--- config.mk ---
export PLATFORM = sky130hd
export DESIGN_NAME = ss_3to8_thermometer_decoder
export DESIGN_NICKNAME = d
export VERILOG_FILES = /design/src/rtl/ss_3to8_thermometer_decoder.sv
export SDC_FILE = /design/constraint.sdc
export NUM_CORES = 1
export LEC_CHECK = 0
export ABC_AREA = 1
export CAP_MARGIN = 20
export CELL_PAD_IN_SITES_DETAIL_PLACEMENT = 1
export CELL_PAD_IN_SITES_GLOBAL_PLACEMENT = 2
export CORE_MARGIN = 1
export CORE_UTILIZATION = 31
export CTS_CLUSTER_SIZE = 40
export DETAILED_ROUTE_END_ITERATION = 12
export PLACE_DENSITY_LB_ADDON = 0.1
export SLEW_MARGIN = 0
export SYNTH_ARGS = -nofsm -noshare
export SYNTH_HDL_FRONTEND = slang
export SYNTH_SLANG_ARGS = --single-unit
--- constraint.sdc ---
create_clock -name clk -period 2.7 [get_ports clk]
set_input_delay 0.405 -clock clk [delete_from_list [all_inputs] [get_ports clk]]
set_output_delay 0.405 -clock clk [all_outputs]
set_load 0.01 [all_outputs]
--- src/rtl/ss_3to8_thermometer_decoder.sv ---
// 3-to-8 thermometer decoder with direct load and timed ramp/triangle sweeps.
// therm and code_out are registered together so therm always matches code_out.
module ss_3to8_thermometer_decoder #(
  parameter int unsigned DWELL_W = 4
) (
  input  logic               clk,
  input  logic               rst_n,
  input  logic               in_valid,
  output logic               in_ready,
  input  logic [2:0]         in_code,
  input  logic [1:0]         mode,
  input  logic [DWELL_W-1:0] dwell_cycles,
  input  logic               abort,
  output logic [7:0]         therm,
  output logic [2:0]         code_out,
  output logic               out_valid,
  output logic               busy
);

  localparam logic [1:0] ModeDirect = 2'b00;
  localparam logic [1:0] ModeUp     = 2'b01;
  localparam logic [1:0] ModeTri    = 2'b11;

  typedef enum logic {StIdle, StSweep} state_e;

  state_e             state_q, state_d;
  logic [2:0]         code_q, code_d;
  logic [7:0]         therm_q, therm_d;
  logic               valid_q, valid_d;
  logic               tri_q, tri_d;
  logic               rise_q, rise_d;
  logic [DWELL_W-1:0] dwell_q, dwell_d;
  logic [DWELL_W-1:0] cnt_q, cnt_d;

  // Bits [k:1] set, bit 0 always clear.
  function automatic logic [7:0] decode(input logic [2:0] k);
    logic [7:0] t;
    t = 8'h00;
    for (int i = 1; i < 8; i++) begin
      t[i] = (3'(i) <= k);
    end
    return t;
  endfunction

  always_comb begin
    state_d = state_q;
    code_d  = code_q;
    valid_d = 1'b0;
    tri_d   = tri_q;
    rise_d  = rise_q;
    dwell_d = dwell_q;
    cnt_d   = cnt_q;
    unique case (state_q)
      StIdle: begin
        if (in_valid) begin
          code_d  = in_code;
          valid_d = 1'b1;
          if (mode != ModeDirect) begin
            state_d = StSweep;
            tri_d   = (mode == ModeTri);
            rise_d  = (mode == ModeUp) || ((mode == ModeTri) && (in_code != 3'd7));
            dwell_d = dwell_cycles;
            cnt_d   = '0;
          end
        end
      end
      StSweep: begin
        if (abort) begin
          state_d = StIdle;
          code_d  = 3'd0;
          valid_d = 1'b1;
          cnt_d   = '0;
        end else if (cnt_q != dwell_q) begin
          cnt_d = cnt_q + 1'b1;
        end else begin
          cnt_d = '0;
          if (rise_q) begin
            // Only a ramp-up can sit at 7 while rising; triangle flips to falling on 6->7.
            if (code_q == 3'd7) begin
              state_d = StIdle;
            end else begin
              code_d  = code_q + 3'd1;
              valid_d = 1'b1;
              if (tri_q && (code_q == 3'd6)) rise_d = 1'b0;
            end
          end else begin
            if (code_q == 3'd0) begin
              state_d = StIdle;
            end else begin
              code_d  = code_q - 3'd1;
              valid_d = 1'b1;
            end
          end
        end
      end
      default: state_d = StIdle;
    endcase
    therm_d = decode(code_d);
  end

  always_ff @(posedge clk or negedge rst_n) begin
    if (!rst_n) begin
      state_q <= StIdle;
      code_q  <= 3'd0;
      therm_q <= 8'h00;
      valid_q <= 1'b0;
      tri_q   <= 1'b0;
      rise_q  <= 1'b0;
      dwell_q <= '0;
      cnt_q   <= '0;
    end else begin
      state_q <= state_d;
      code_q  <= code_d;
      therm_q <= therm_d;
      valid_q <= valid_d;
      tri_q   <= tri_d;
      rise_q  <= rise_d;
      dwell_q <= dwell_d;
      cnt_q   <= cnt_d;
    end
  end

  assign in_ready  = (state_q == StIdle);
  assign busy      = (state_q == StSweep);
  assign therm     = therm_q;
  assign code_out  = code_q;
  assign out_valid = valid_q;

endmodule

# --- Word level (Yosys, flattened, before mapping) ---
# Index checks and enable logic that the tools add are counted.
word_totals:
  memories: 0
  latchBits: 0
  mem_bits_rw: 0
  inputBits: 13
  wordCells: 69
  output_inout_bits: 14
  regBits: 22
  rom_bits: 0
op_classes:
  n_eq_ne: 10
  order_cmp: 7
  add_sub_neg: 3
  n_bitwise: 1
  shift: 0
  div_mod_pow: 0
  mul: 0
  reduce_logical: 8
  n_mux: 32
op_table:
  columns: ["cell", "count"]
  rows:
  - ["$mux W3", 6]
  - ["$mux W1", 17]
  - ["$mux W4", 4]
  - ["$le A3 B3 Y1 const A", 4]
  - ["$pmux W4 S2", 1]
  - ["$eq A3 B3 Y1 const B", 2]
  - ["$le A2 B3 Y1 const A", 2]
  - ["$ne A2 B2 Y1 const B", 3]
  - ["$pmux W1 S2", 3]
  - ["$pmux W3 S2", 1]
  - ["$add A4 B1 Y4 const B", 1]
  - ["$ne A4 B4 Y1", 1]
  - ["$reduce_and A4 Y1", 1]
  - ["$add A3 B1 Y3 const B", 1]
  - ["$le A1 B3 Y1 const A", 1]
  - ["$logic_not A3 Y1", 1]
  - ["$ne A3 B3 Y1 const B", 1]
  - ["$reduce_and A3 Y1", 1]
  - ["$sub A3 B1 Y3 const B", 1]
  - ["$eq A2 B1 Y1 const B", 1]
  - ["$eq A2 B2 Y1 const B", 1]
  - ["$logic_and A1 B1 Y1", 2]
  - ["$ne A2 B1 Y1 const B", 1]
  - ["$reduce_and A2 Y1", 1]
  - ["3 further kinds", 3]

# --- Longest topological paths before layout ---
# Gate-level depths: netlist of the first run.
depth:
  word_depth: 8
  ltp_mapped: 13

# --- Worst setup path before layout of the first run ---
# OpenSTA, ideal clock, no wires.
synth_path:
  kind: "flip-flop to flip-flop"
  startpoint: "reg code_q[0] (netlist: code_out[0])"
  endpoint: "reg therm_q[5] (netlist: therm[5])"
  arrival_time_ns: 1.509
  slack_ns: 1.074
  period_less_slack_ns: 1.626
  stages_incl_launch_ff: 14
  setup_ns: 0.117
  path_buffers: 0
  path_cell_list: "dfrtp_1 -> inv_1 -> ha_1 -> inv_1 -> nor2_1 -> nand2_1 -> nand2_1 -> nand3_1 -> nand2_1 -> inv_1 -> nand2_1 -> nand2_4 -> nand2_2 -> nand2_1"
synth_via:
  elab_chain_len: 7
synth_rtl:
  columns: ["item", "line_no", "text"]
  rows:
  - ["start, declared", "27", "logic [2:0] code_q, code_d;"]
  - ["start signal, assigned", "113", "code_q <= code_d;"]
  - ["$sub A3 B1 Y3 (tied with other cells)", "90", "code_d = code_q - 3'd1;"]
  - ["$mux W3, on equally long branches", "87, 79", null]
  - ["$mux W3 *", "77", "if (rise_q) begin"]
  - ["$mux W3 *", "73", "end else if (cnt_q != dwell_q) begin"]
  - ["$mux W3 *", "68", "if (abort) begin"]
  - ["$pmux W3 S2 *", "53", "unique case (state_q)"]
  - ["net code_d[1]", "27", null]
  - ["$le A3 B3 Y1 *", "40", "t[i] = (3'(i) <= k);"]
  - ["net therm_d[5]", "28", "logic [7:0] therm_q, therm_d;"]
  - ["end signal, assigned", "114", "therm_q <= therm_d;"]
  - ["end, declared", "28", null]
# The timed path passes the listed nets; every way through them passes the cells marked *.
# A chain may end at the register's enable or synchronous reset.

# --- Final worst setup path of the first run ---
layout_path:
  startpoint: "reg state_q (netlist: busy)"
  endpoint: "out in_ready"
layout_via:
  elab_chain_len: 1
layout_rtl:
  columns: ["item", "line_no", "text"]
  rows:
  - ["start, declared", "26", "state_e state_q, state_d;"]
  - ["start signal, assigned", "103", "state_q <= StIdle;"]
  - ["start signal, assigned", "112", "state_q <= state_d;"]
  - ["$not A1 Y1 (no source line)", null, null]
  - ["end, declared", "9", "output logic in_ready,"]
# Every way passes these cells.

==> parameters.txt, run 1 <==
Parameter                              Value

Status
  Status    completed

Synthesis
  Distinct cells, synth    27
  Post-Syn Instances    170
  Synth warn    0
  Netlist area before placement    0.001353 mm^2
  Post-Synthesis Mean Instance Area    7.956 um^2
  Area share of the leading cell type in the synthesized netlist    40.70%
  Async SR Flop Fraction    100.0%
  Flip-flop and latch count after synthesis    22
  Part of the Yosys area used for sequential elements    40.70%
  Net count after synthesis    189
  Most frequently used flop master after synthesis    dfrtp_1
  Post-synth top area cell    dfrtp_1
  Post-synth EDFFs    0
  Top area cells in the synthesized netlist    dfrtp_1, nand2_1, ha_1

Critical path
  Crit Path Class    reg2out
  Slowest stage cell on the critical path    clkdlybuf4s50_1
  Critical Path Fanout Max    7
  Crit path cell chain    inv_4 -> clkdlybuf4s50_1
  Kind of capture point of the worst setup path    output pin
  Critical Path RT    2300 ps
  Startpoint class of the critical path    flip-flop
  Longest individual stage delay on the worst path    550 ps
  Worst endpoint data arrival time    1470 ps

Drt
  Iteration-0 DRC count of the detailed router    40
  Wire per inst    15.09 um
  Remaining number of nets flagged by the antenna check after routing    0
  Number of design rule violations left after detail routing    0
  Number of iterations in the first detailed-routing pass    3
  DRT Wirelength    3742 um
  Vias per cell    4.790
  Overall via count from detail_route    1188

Floorplan
  Die Span Y    68.06 um
  Area of the core    0.004086 mm^2
  Die W    68.06 um
  Area of the die    0.004631 mm^2
  Top-level port count    27
  Number of standard-cell rows in the floorplan    23
  Starting Density    33.10%

STA
  RSZ-0062 raised after global routing    false
  Final hold viol count    0
  FMAX    0.5332 GHz
  Number of slew-limit violations in the final report    0
  Period Utilization, post-route    69.47%
  Worst Clk Skew    6.340 ps
  Final number of setup-violating endpoints    0
  Accumulated negative setup slack    0 ps
  Fin crit period    1876 ps

Global routing
  Met3 track demand over resource in global routing    2.500%
  Met1 track demand over resource in global routing    25.31%
  Global routing met2 resource utilization    29.66%
  GRT Resource Usage Total    18.28%
  Layer carrying the most global-route usage    met2
  Via count of the first global-routing pass    1244
  Antenna violations before repair    0
  Wire length of the first global-routing pass    6189 um
  Gr ovfl total    0
  Pin count of the biggest net entering global routing    23

Clock network
  CTS Hold Bufs    0
  Number of buffers created by CTS    3
  CTS Sinks    22
  Clock transition at the register clock pins on the worst setup and hold paths after CTS    80 ps
  Count of instances resized after the clock tree is built    0
  Skew-Pair Late Insertion Delay    260 ps
  Maximum count of clock buffers along a single path    2
  # H-tree levels    1
  Clock tree from TritonCTS    built
  Root Buffer Master    clkbuf_8
  Count of buffers added by post-CTS timing repair for setup    0

Pwr
  Peak supply drop    0.0004186 V
  Post-layout power    1931 uW
  Power per Cell Area    1132 mW/mm^2
  Leakage power figure    0.0008468 uW

Finish
  Ant diodes    0
  Non-filler cells in the finished layout    248
  Number of nets in the layout    219
  Syn-to-layout area delta    26.18%
  Share of cells above drive strength 1    17.68%
  Commonest cells after routing, fill and taps aside    nand2_1, clkdlybuf4s50_1, dfrtp_1, inv_1, nand3_1
  Commonest non-fill, non-tap cell in the layout    nand2_1

Place
  Placed Cells    245
  Final Wtd Congestion    0.7517
  HPWL reported at the end of detailed placement    2994 um
  Buffers added on ports    25

Hold path
  Class of the most critical hold timing path    in2async

Job
  Total of max-cap violations    0
per-layer routing:
layer  routed length [um]  vias to the layer above
met4                   19                        0
met1                 1881                      581
met3                   78                        2
li1                     -                      592
met2                 1763                       13
met5                    0                        -
area by class of cell:
| type | instances | area (um^2) |
|---|---|---|
| Timing Repair Buffer | 26 | 257.7 |
| Inverter | 21 | 81.33 |
| Fill cell | 499 | 2380 |
| Multi-Input combinational cell | 126 | 713.2 |
| Sequential cell | 22 | 550.5 |
| Clock buffer | 3 | 41.29 |
| Tap cell | 50 | 62.56 |
worst max-delay path: cells and delay by family (launching register included):
family / cells / cell delay [ps]
buffers and inverters: 2 / 710
DFF: 1 / 500
logic make-up after synthesis:
family          count (synthesis)  synth area share (%)
flops                          22                 40.70
xor+xnor                        3                 1.943
compound gates                 18                 9.436
fa+ha+maj                       6                 5.550
simple gates                   98                 35.52
other cells                     1                0.2773
buf+inv                        22                 6.568
synth_stat cells (2+ instances only):
cell,count
nand2_1,57
dfrtp_1,22
inv_1,14
nand3_1,11
nand2_2,9
o21ai_0,7
ha_1,6
inv_2,6
nor2_1,6
nand2_4,4
nor2_2,4
nor2_4,4
a21oi_1,3
a21oi_2,2
nand4_1,2
xor2_1,2
worst paths after layout:
check | start | end | slack [ps] | cells past startpoint
worst max-delay path | busy$_DFF_PN0_ | in_ready | 820 | 2
worst min-delay path | rst_n | dwell_q[2]$_DFFE_PN0P_ | 500 | 2
worst max register to register | code_out[0]$_DFF_PN0_ | therm[5]$_DFF_PN0_ | 870 | 12
worst min register to register | tri_q$_DFFE_PN0P_ | tri_q$_DFFE_PN0P_ | 520 | 2
max in group asynchronous | rst_n | tri_q$_DFFE_PN0P_ | 1960 | 2
min in group clk | tri_q$_DFFE_PN0P_ | tri_q$_DFFE_PN0P_ | 520 | 2
sequential cells by signal, indices dropped and copies added (netlist names):
name,cells
therm,7
cnt_q,4
dwell_q,4
code_out,3
busy,1
out_valid,1
rise_q,1
tri_q,1
report_power, final:
group	total (uW)	internal, uW	switching, uW
Clock	208	99.6	109
Sequential	611	465	146
Combinational	1110	446	666
through the flow:
stage / instance area [um^2] / util [%] / worst slack [ps] / hold WS (ps)
5_1_grt: 1707 / 41.76 / 672.2 / 523.1
6_report: 1707 / 41.76 / 824.4 / 496.3
4_1_cts: 1707 / 41.76 / 809.7 / 504.0
3_5_place_dp: 1665 / 40.75 / 796.9 / 496.5
2_1_floorplan: 1353 / - / 1074 / 109.4
3_3_place_gp: 1665 / 40.75 / 787.0 / 462.5
No activity file was read; power rests on OpenSTA's default activity.
==> inputs of run 2 (changes only) <==
--- a/config.mk
+++ b/config.mk
@@ -10,7 +10,7 @@
 export CELL_PAD_IN_SITES_DETAIL_PLACEMENT = 1
 export CELL_PAD_IN_SITES_GLOBAL_PLACEMENT = 2
 export CORE_MARGIN = 1
-export CORE_UTILIZATION = 31
+export CORE_UTILIZATION = 29
 export CTS_CLUSTER_SIZE = 40
 export DETAILED_ROUTE_END_ITERATION = 12
 export PLACE_DENSITY_LB_ADDON = 0.1
==> constraint.sdc (replaced) <==
create_clock -name clk -period 1.76 [get_ports clk]
set_input_delay 0.264 -clock clk [delete_from_list [all_inputs] [get_ports clk]]
set_output_delay 0.264 -clock clk [all_outputs]
set_load 0.01 [all_outputs]
==> parameters.txt, run 2 (same netlist as run 1, synthesis figures left out) <==
Parameter                              Value

Status
  Status    completed

Clock network
  Number of buffers created by CTS    3
  Root Buffer Master    clkbuf_8
  # H-tree levels    1
  Skew-Pair Late Insertion Delay    260 ps
  Clock transition at the register clock pins on the worst setup and hold paths after CTS    90 ps
  Clock tree from TritonCTS    built
  Maximum count of clock buffers along a single path    2
  CTS Sinks    22

Finish
  Number of nets in the layout    226
  Largest register FFs    7
  Syn-to-layout area delta    32.93%
  Count of filler cells inserted in the layout    540
  Share of cells above drive strength 1    23.30%
  Commonest cells after routing, fill and taps aside    nand2_1, clkdlybuf4s50_1, dfrtp_1, inv_1, nand3_1
  Commonest non-fill, non-tap cell in the layout    nand2_1
  Ant diodes    0

Floorplan
  Number of standard-cell rows in the floorplan    24
  Die W    70.30 um
  Top-level port count    27
  Die Span Y    70.30 um
  Starting Density    30.64%
  Area of the die    0.004941 mm^2
  Area of the core    0.004414 mm^2

Critical path
  Critical Path Fanout Max    7
  Reg-to-reg setup timing slack    110 ps
  Critical Path RT    1500 ps
  Worst endpoint data arrival time    1420 ps
  Kind of capture point of the worst setup path    output pin
  Worst r2r src    code_out[0]$_DFF_PN0_
  Crit Path Class    reg2out
  Startpoint class of the critical path    flip-flop
  Depth of the worst register-to-register path    11
  Terminus of the critical flop-to-flop path    therm[2]$_DFF_PN0_
  Crit. Startpoint    busy$_DFF_PN0_

Drt
  Number of design rule violations left after detail routing    0
  Remaining number of nets flagged by the antenna check after routing    0
  Iteration-0 DRC count of the detailed router    15
  Overall via count from detail_route    1214
  Vias per cell    4.705
  Wire per inst    14.19 um
  DRT Wirelength    3662 um
  Number of iterations in the first detailed-routing pass    4

Place
  Final Wtd Congestion    0.7869
  Buffers added on ports    25
  Post-Place Setup Slack    -6.024 ps
  HPWL reported at the end of detailed placement    2923 um

Hold path
  Class of the most critical hold timing path    in2async

Pwr
  Share of power burned in combinational logic    56.3%
  Cell-internal power    1799 uW
  Sw Pwr    1437 uW
  Leakage power figure    0.0008924 uW
  Clk network pwr share    14.8%
  Switching fraction of total power    44.41%
  Register share of total power    29.0%
  Peak supply drop    0.0005979 V
  Power per Cell Area    1800 mW/mm^2

STA
  RSZ-0062 raised after global routing    false
  Final hold viol count    0
  Number of slew-limit violations in the final report    0
  Fin worst setup slack    80.43 ps
  Worst Clk Skew    7.300 ps
  Worst-case hold slack    354.6 ps
  Final number of setup-violating endpoints    0
  FMAX    0.5954 GHz
  Fin crit period    1680 ps
  Period Utilization, post-route    95.43%

Job
  Total of max-cap violations    0

Global routing
  Pin count of the biggest net entering global routing    23
  GRT Resource Usage Total    15.60%
  Antenna violations before repair    0
  Via count of the first global-routing pass    1273
  Wire length of the first global-routing pass    6127 um
  Gr ovfl total    0
[run 2: changes by cell type in the layout (fill, tap and decap cells not counted), sizes merged]
cell and change:
buf +7, bufinv +1
[run 2: final cells by class]
type / count / area, um^2 / share of cell area, %
Inverter: 21 / 81.33 / 4.523
Clock buffer: 3 / 41.29 / 2.296
Sequential cell: 22 / 554.3 / 30.83
Timing Repair Buffer: 33 / 310.3 / 17.26
Tap cell: 52 / 65.06 / 3.619
Clock inverter: 1 / 30.03 / 1.670
Multi-Input combinational cell: 126 / 715.7 / 39.81
[run 2: worst max-delay path by stage]
stage,endpoint,slack [ps],depth (start not counted)
6_report,in_ready,80,2
5_1_grt,therm[5]$_DFF_PN0_,3,13
4_1_cts,in_ready,20,2
3_5_place_dp,therm[2]$_DFF_PN0_,-6,13
3_3_place_gp,therm[1]$_DFF_PN0_,20,12
2_1_floorplan,therm[5]$_DFF_PN0_,130,13
[run 2: what timing repair did]
action,in CTS,in global routing
endpoints found under the setup margin,5,7
gates resized for setup,1,4
hold buffers,0,0
cloned,0,0
buffers inserted,0,4
[run 2: layer usage]
| metal | wire length, um | vias to the layer above | track usage, % |
|---|---|---|---|
| met5 | 0 | - | 0 |
| met4 | 19 | 0 | 3.333 |
| met3 | 109 | 2 | 2.453 |
| met2 | 1852 | 17 | 26.88 |
| met1 | 1681 | 587 | 20.45 |
| li1 | - | 608 | - |
[run 2: through the flow]
step           setup TNS (ps)  area, um^2  util (%)  std cells  power (uW)
2_1_floorplan               0        1353         -        170        2027
3_5_place_dp           -9.267        1690     38.29        250        2708
5_1_grt                     0        1798     40.73        258        3508
4_1_cts                     0        1763     39.94        254        3210
6_report                    0        1798     40.73        258        3237
3_3_place_gp                0        1690     38.29        250        2660
[run 2: critical path: stages (launching register included)]
cell	delay [ps]
dfrtp_2	480
inv_4	130
clkdlybuf4s50_1	540
[run 2: power by group through the flow]
stage	registers (uW)	clock network [uW]	logic [uW]
after CTS	942	497	1770
after floorplan	954	0	1070
after detailed placement	948	0	1760
after global routing	971	515	2020
after global placement	933	0	1730
final	938	478	1820
==> inputs of run 3 (changes only) <==
--- a/config.mk
+++ b/config.mk
@@ -11,7 +11,7 @@
 export CELL_PAD_IN_SITES_GLOBAL_PLACEMENT = 2
 export CORE_MARGIN = 1
 export CORE_UTILIZATION = 29
-export CTS_CLUSTER_SIZE = 40
+export CTS_CLUSTER_SIZE = 28
 export DETAILED_ROUTE_END_ITERATION = 12
 export PLACE_DENSITY_LB_ADDON = 0.1
 export SLEW_MARGIN = 0
==> results of run 3 <==
Same layout as run 2: the final DEF is identical, and so are final timing and power.
